===== src/rtl/dp_shift_reg_pkg.sv =====
// Shared definitions for the dp_shift_reg register stage: controller states,
// direction encodings and the per-bit shift-source helper.
package dp_shift_reg_pkg;

    typedef enum logic [1:0] {
        IDLE  = 2'd0,
        SHIFT = 2'd1,
        DONE  = 2'd2
    } state_e;

    localparam logic DIR_LEFT  = 1'b0;
    localparam logic DIR_RIGHT = 1'b1;

    // Left shifts pull from the lower neighbour, right shifts from the upper one.
    function automatic logic pick_shift_in(input logic dir,
                                           input logic from_lower,
                                           input logic from_upper);
        return (dir == DIR_RIGHT) ? from_upper : from_lower;
    endfunction

endpackage


===== src/rtl/dp_bit_cell.sv =====
// One register bit: 2:1 select between parallel-load and shift-in data,
// feeding a flip-flop with asynchronous active-low clear and a hold enable.
module dp_bit_cell (
    input  logic clk_i,
    input  logic rst_ni,
    input  logic en_i,
    input  logic sel_i,
    input  logic load_bit_i,
    input  logic shift_bit_i,
    output logic q_o
);

    logic bit_d;
    logic bit_q;

    always_comb begin
        bit_d = bit_q;
        if (en_i) begin
            bit_d = sel_i ? load_bit_i : shift_bit_i;
        end
    end

    always_ff @(posedge clk_i or negedge rst_ni) begin
        if (!rst_ni) begin
            bit_q <= 1'b0;
        end else begin
            bit_q <= bit_d;
        end
    end

    assign q_o = bit_q;

endmodule


===== src/rtl/dp_shift_reg.sv =====
// Parallel-load bidirectional shift register with a fixed-length serial
// transfer controller (Start/Busy/Done handshake).
module dp_shift_reg
    import dp_shift_reg_pkg::*;
#(
    parameter int unsigned WIDTH = 8
) (
    input  logic             Clk,
    input  logic             Reset_n,
    input  logic             Start,
    input  logic             Dir,
    input  logic             Load,
    input  logic [WIDTH-1:0] D,
    input  logic             SerIn,
    output logic [WIDTH-1:0] Q,
    output logic             SerOut,
    output logic             Busy,
    output logic             Done
);

    localparam int unsigned     CW       = $clog2(WIDTH + 1);
    localparam logic [CW-1:0]   CNT_LAST = CW'(WIDTH - 1);

    state_e          state_q;
    logic [CW-1:0]   cnt_q;
    logic            dir_q;
    logic            busy_q;
    logic            done_q;

    logic [WIDTH-1:0] reg_q;
    logic             load_d;
    logic             en_d;

    // Load only counts in IDLE; it also beats a simultaneous Start.
    assign load_d = (state_q == IDLE) && Load;
    assign en_d   = load_d || (state_q == SHIFT);

    for (genvar i = 0; i < WIDTH; i++) begin : g_bit
        logic from_lower;
        logic from_upper;

        if (i == 0) begin : g_lsb
            assign from_lower = SerIn;
        end else begin : g_lo
            assign from_lower = reg_q[i-1];
        end

        if (i == WIDTH - 1) begin : g_msb
            assign from_upper = SerIn;
        end else begin : g_hi
            assign from_upper = reg_q[i+1];
        end

        dp_bit_cell u_cell (
            .clk_i       (Clk),
            .rst_ni      (Reset_n),
            .en_i        (en_d),
            .sel_i       (load_d),
            .load_bit_i  (D[i]),
            .shift_bit_i (pick_shift_in(dir_q, from_lower, from_upper)),
            .q_o         (reg_q[i])
        );
    end

    always_ff @(posedge Clk or negedge Reset_n) begin
        if (!Reset_n) begin
            state_q <= IDLE;
            cnt_q   <= '0;
            dir_q   <= DIR_LEFT;
            busy_q  <= 1'b0;
            done_q  <= 1'b0;
        end else begin
            case (state_q)
                IDLE: begin
                    done_q <= 1'b0;
                    if (Start && !Load) begin
                        dir_q   <= Dir;
                        cnt_q   <= '0;
                        busy_q  <= 1'b1;
                        state_q <= SHIFT;
                    end
                end
                SHIFT: begin
                    cnt_q <= cnt_q + CW'(1);
                    if (cnt_q == CNT_LAST) begin
                        busy_q  <= 1'b0;
                        done_q  <= 1'b1;
                        state_q <= DONE;
                    end
                end
                DONE: begin
                    done_q  <= 1'b0;
                    state_q <= IDLE;
                end
                default: begin
                    busy_q  <= 1'b0;
                    done_q  <= 1'b0;
                    state_q <= IDLE;
                end
            endcase
        end
    end

    assign Q      = reg_q;
    assign SerOut = (dir_q == DIR_RIGHT) ? reg_q[0] : reg_q[WIDTH-1];
    assign Busy   = busy_q;
    assign Done   = done_q;

endmodule


===== config.mk =====
export PLATFORM = sky130hd
export DESIGN_NAME = dp_shift_reg
export DESIGN_NICKNAME = d
export VERILOG_FILES = /design/src/rtl/dp_shift_reg_pkg.sv /design/src/rtl/dp_bit_cell.sv /design/src/rtl/dp_shift_reg.sv
export SDC_FILE = /design/constraint.sdc
export NUM_CORES = 1
export LEC_CHECK = 0
export CAP_MARGIN = 10
export CELL_PAD_IN_SITES_DETAIL_PLACEMENT = 0
export CELL_PAD_IN_SITES_GLOBAL_PLACEMENT = 1
export CORE_UTILIZATION = 25
export CTS_CLUSTER_DIAMETER = 50
export DETAILED_ROUTE_END_ITERATION = 16
export PLACE_DENSITY = 0.72
export SLEW_MARGIN = 20
export SYNTH_ARGS = -nofsm -noshare
export SYNTH_HDL_FRONTEND = slang
export SYNTH_SLANG_ARGS = --single-unit

===== constraint.sdc =====
create_clock -name Clk -period 1.5 [get_ports Clk]
set_clock_uncertainty 0.2 [all_clocks]
set_input_delay 0.3 -clock Clk [delete_from_list [all_inputs] [get_ports Clk]]
set_output_delay 0.3 -clock Clk [all_outputs]
set_load 0.01 [all_outputs]

==> After elaboration in Yosys (flattened, before gate mapping) <==
Index checks and enable logic that the tools add are counted.
{ "totals": {"ff_bits": 17, "input_bits": 14, "output_inout_bits": 11, "word_cells": 57} }
{ "classes": {"addsub": 1, "n_eq_ne": 5, "muxes": 27, "n_bitwise": 1, "reduce_logical": 10} }
{ "ops": {"columns": ["cell", "count"], "rows": [
  ["1-bit 2-to-1 mux", 21],
  ["4-bit one-hot mux with 2 select lines", 1],
  ["2-bit AND reduction", 3],
  ["4-bit by 1-bit adder with 4-bit output, second input constant", 1],
  ["4-bit by 3-bit == test with 1-bit output, second input constant", 1],
  ["2-bit 2-to-1 mux", 2],
  ["4-bit 2-to-1 mux", 1],
  ["2-bit by 1-bit inequality test with 1-bit output, second input constant", 2],
  ["2-bit one-hot mux with 2 select lines", 1],
  ["1-bit one-hot mux with 3 select lines", 1],
  ["3-bit AND reduction", 1],
  ["2-bit by 1-bit == test with 1-bit output, second input constant", 1],
  ["2-bit == test, second input constant", 1],
  ["1-bit logical AND", 2],
  ["2-bit zero test", 1],
  ["2-bit nonzero test", 1],
  ["1-bit zero test", 1],
  ["1-bit logical OR", 1],
  ["1-bit inverter", 1]
]} }

==> Depth between registers and ports, before layout <==
Gate-level depths: netlist of the first run.
{ "depth": {"ltp_word": 4, "depth_mapped": 6, "mapped_depth_nobuf": 4} }

==> Cells and area by module <==
Synthesis of the first run repeated with hierarchy kept, for this count alone.
{ "hier_totals": {"cells_unflattened": 88, "hier_area_um2": 949.7} }
{ "by_module_without_submodules": {"columns": ["mod", "n_inst", "cells_per_inst", "area_per_inst_um2", "seq_area_each_um2"], "rows": [
  ["dp_shift_reg", 1, 56, 599.3, 225.2],
  ["dp_bit_cell", 8, 4, 43.8, 25.0]
]} }

==> Worst setup path after synthesis of the first run <==
Ideal clock, no wire load.
{ "synth_path": {"path_type": "register -> register", "startpoint": "reg state_q[0]", "endpoint": "reg cnt_q[0]", "setup_time_ns": 0.127, "arrival_time_ns": 1.146, "required_time_ns": 1.173, "setup_slack_ns": 0.027, "path_stages_with_launch": 5, "n_path_buf": 1, "period_less_slack_ns": 1.473, "path_cell_list": "dfrtp_1 buf_6 or4b_4 nand3_1 o21ai_0"} }
{ "synth_between": {"elab_chain_len": 3, "word_cells_on_any_way": 6, "cone_classes": "2 x eq/ne; 1 x mux; 3 x reduce/logical"} }
{ "synth_lines": {"columns": ["item", "line_no", "source"], "rows": [
  ["start, declared", "dp_shift_reg.sv:24", "state_e state_q;"],
  ["start signal, assigned", "dp_shift_reg.sv:67", "state_q <= IDLE;"],
  ["start signal, assigned", "dp_shift_reg.sv:80", "state_q <= SHIFT;"],
  ["start signal, assigned", "dp_shift_reg.sv:88", "state_q <= DONE;"],
  ["2-bit by 1-bit == test with 1-bit output or 2-bit zero test (tied branches)", "dp_shift_reg.sv:73", "case (state_q)"],
  ["2-bit nonzero test (no source line) or 2-bit by 1-bit inequality test with 1-bit output (tied branches)", null, null],
  ["2-bit AND reduction (no source line)", null, null],
  ["end signal, assigned", "dp_shift_reg.sv:84", "cnt_q <= cnt_q + CW'(1);"],
  ["end, declared", "dp_shift_reg.sv:25", "logic [CW-1:0] cnt_q;"]
]} }
Parallel ways exist; a longest one is shown, timed or not.
A chain may end at the register's enable or synchronous reset.

==> Worst setup path in the final report of the first run <==
{ "layout_path": {"startpoint": "reg dir_q", "endpoint": "out SerOut"} }
{ "layout_between": {"elab_chain_len": 1} }
{ "layout_lines": {"columns": ["item", "line_no", "source"], "rows": [
  ["start, declared", "dp_shift_reg.sv:26", "logic dir_q;"],
  ["start signal, assigned", "dp_shift_reg.sv:77", "dir_q <= Dir;"],
  ["1-bit 2-to-1 mux", "dp_shift_reg.sv:105", "assign SerOut = (dir_q == DIR_RIGHT) ? reg_q[0] : reg_q[WIDTH-1];"],
  ["end, declared", "dp_shift_reg.sv:16", "output logic SerOut,"]
]} }
Every way passes these cells.

==> reports/qor.txt, run 1 <==
H-tree levels: 1
Initial DRC Count: 22
Total GRT Usage: 0.126
Mapped Cells: 82
Clk pwr share: 0.090
Switching Share: 0.365
setup violators final: 1
Least-Margin Pin Slew: 0.259 ns
final period demand of the worst path: 1.60 ns
Placed Instance Area: 1210 sq um
root buffer selected by CTS: clkbuf_4
Post-synth EDFFs: 0
maximum clock path buffer count: 2
most common cell in the netlist: dfrtp_1
First-pass DRT Iterations: 4
Hold Vio Cnt, Final: 0
initial antenna violation count: 0
Slew HR: 0.825
top-area cell type share of the netlist area: 0.472
outcome: complete, but fails checks
share of cells above drive strength 1: 0.339
Die X: 62.1 um
Slew Limit Fails: 0
Avg Vias per Cell: 4.39
Netlist cell types: 26
Main synth FF type: dfrtp_1
CP Capture Type: output port
Sequential Power Share: 0.317
layout net count: 137
failing checks: setup timing
GPL Wtd Cong: 0.751
synth cell count leaders: dfrtp_1, nor2_1, buf_4
antenna cell count: 0
internal power: 1.66 mW
Comb pwr share: 0.593
FF+latch area: 428 sq um
PortBufs: 24
grt ovf: 0
Die Y: 62.1 um
Die ar.: 3850 sq um
area grow syn2layout: 47.9%
hold_ws: 0.140 ns
first-pass GRT wire length: 3460 um
fmax: 624 MHz
Mapped Area: 902 sq um
Remaining DRCs: 0
Initial Util: 0.266
Data required, critical path: 1.00 ns
Max Cap Viol: 0
total CTS buffers: 3
VDD IR max: 0.000873 V
DR WL/cell: 12.3 um
CP Data Arrival Time: 1.10 ns
CP startpoint kind: register
vias in the first global route: 734
largest net degree at the start of global routing: 18
syn_nets: 97
kind of critical path: reg -> out
post-synthesis area per instance: 11.0 sq um
DP Wirelength: 1520 um
FF+latch count, synth: 17
area of the multi-input gates: 412 sq um
leakage power: 0.609 nW
via count: 733
setup TNS: -0.102 ns
I/O pin count: 25
core box area: 3390 sq um
Rows: 21
Net Switching: 0.952 mW
clock sinks: 17
Design Area, Final: 1330 sq um
Post-Route WL: 2050 um
Tcrit/Tclk final: 1.07
Worst-Skew Late Latency: 0.28 ns
worst-path fanout max: 2
final setup margin: -0.102 ns
Hold Crit Class: in -> async
top cell type by total area after synthesis: dfrtp_1
DRT antenna net count: 0
Seq/Total Area, Yosys: 0.472
RSZ-0062 raised after global routing: true
Post-synth ARST share: 1.00
Yosys Warn Count: 0
CTS tree: built
top cells by area, synth: dfrtp_1, mux2i_1, a221o_1, buf_4, nor2_1
Fillers: 336
Worst-path clk slew: 0.09 ns
PD cells: 1960 nW/um^2
-- layer usage --
layer | vias up | track usage | wire [um]
met5 | - | 0 | 0
met2 | 25 | 0.213 | 1000
met1 | 340 | 0.157 | 936
met4 | 0 | 0.0254 | 0
met3 | 0 | 0.0393 | 108
li1 | 368 | - | -
-- cell type report --
type                    instances  share of cell area
inverters                       1             0.00281
multi-input cells              52               0.309
flip-flops and latches         17               0.321
well taps                      46              0.0432
repair buffers                 47               0.305
clock buffers                   4              0.0197
-- power by group through the flow --
| stage | Clock (mW) | Combinational [mW] | Sequential, mW |
|---|---|---|---|
| floorplan | 0 | 0.934 | 0.823 |
| finish | 0.236 | 1.55 | 0.827 |
| global placement | 0 | 1.39 | 0.821 |
| detailed placement | 0 | 1.41 | 0.833 |
| CTS | 0.254 | 1.41 | 0.815 |
| global route | 0.269 | 1.75 | 0.852 |
-- cells in the final DEF (no fill, tap or decap), drive strengths merged, types with 3 or more instances in the layout --
cell           Yosys  routed
a221o              7       7
buf               12      26
clkbuf             0       4
clkdlybuf4s15      0       5
clkdlybuf4s50      0      13
dfrtp             17      17
dlygate4sd2        0       3
mux2i              8       8
nand2              3       3
nand3              3       3
nor2              10      10
o21ai              6       6
-- state kept, by name, summed over array words and instances, names as in the netlist --
name              flops
Busy                  1
Done                  1
cnt_q                 4
dir_q                 1
g_bit.u_cell.q_o      8
state_q               2
-- cells by family (layout without fill, tap and decap cells) --
logic type	Yosys count	in the layout	synth area share
XOR/XNOR	1	1	0.00971
flip-flops	17	17	0.472
adder cells (fa/ha/maj)	1	1	0.0139
buffers and inverters	13	52	0.110
AO/OA/AOI/OAI	17	17	0.146
AND/OR/NAND/NOR	24	24	0.148
multiplexers	9	9	0.101
-- worst max-delay path, cell delays in order (launching register included) --
cell and delay, ns:
dfrtp_1 0.36, mux2_2 0.34, buf_6 0.12
-- path summary, 6_finish.rpt --
path	startpoint	to	slack, ns	cells after the start
hold / removal	Reset_n	g_bit[3].u_cell.q_o	0.14	2
hold reg to reg	Busy	Busy	0.30	1
min in group Clk	Busy	Busy	0.30	1
max in group asynchronous	Reset_n	state_q[0]	0.75	2
setup / recovery	dir_q	SerOut	-0.10	2
setup reg to reg	state_q[1]	dir_q	0.04	3
-- repair_timing --
action                     in CTS  in global routing
setup endpoints to repair      15                 21
pin swaps                       1                  4
gates resized for setup        24                 16
hold buffers                    0                  0
setup buffers                   4                  5
-- stage by stage --
step	power [mW]	std cells	util	setup WS, ns
finish	2.61	167	0.394	-0.102
global route	2.87	167	0.394	-0.145
CTS	2.48	162	0.371	-0.122
detailed placement	2.24	154	0.357	-0.332
global placement	2.21	154	0.357	-0.324
floorplan	1.76	82	-	0.0268
(Power assumes the default switching activity.)
==> run 2: changes to the inputs <==
CTS_CLUSTER_SIZE = 12   (was default)
==> results of run 2 <==
Same layout as run 1: the final DEF is identical, and so are final timing and power.
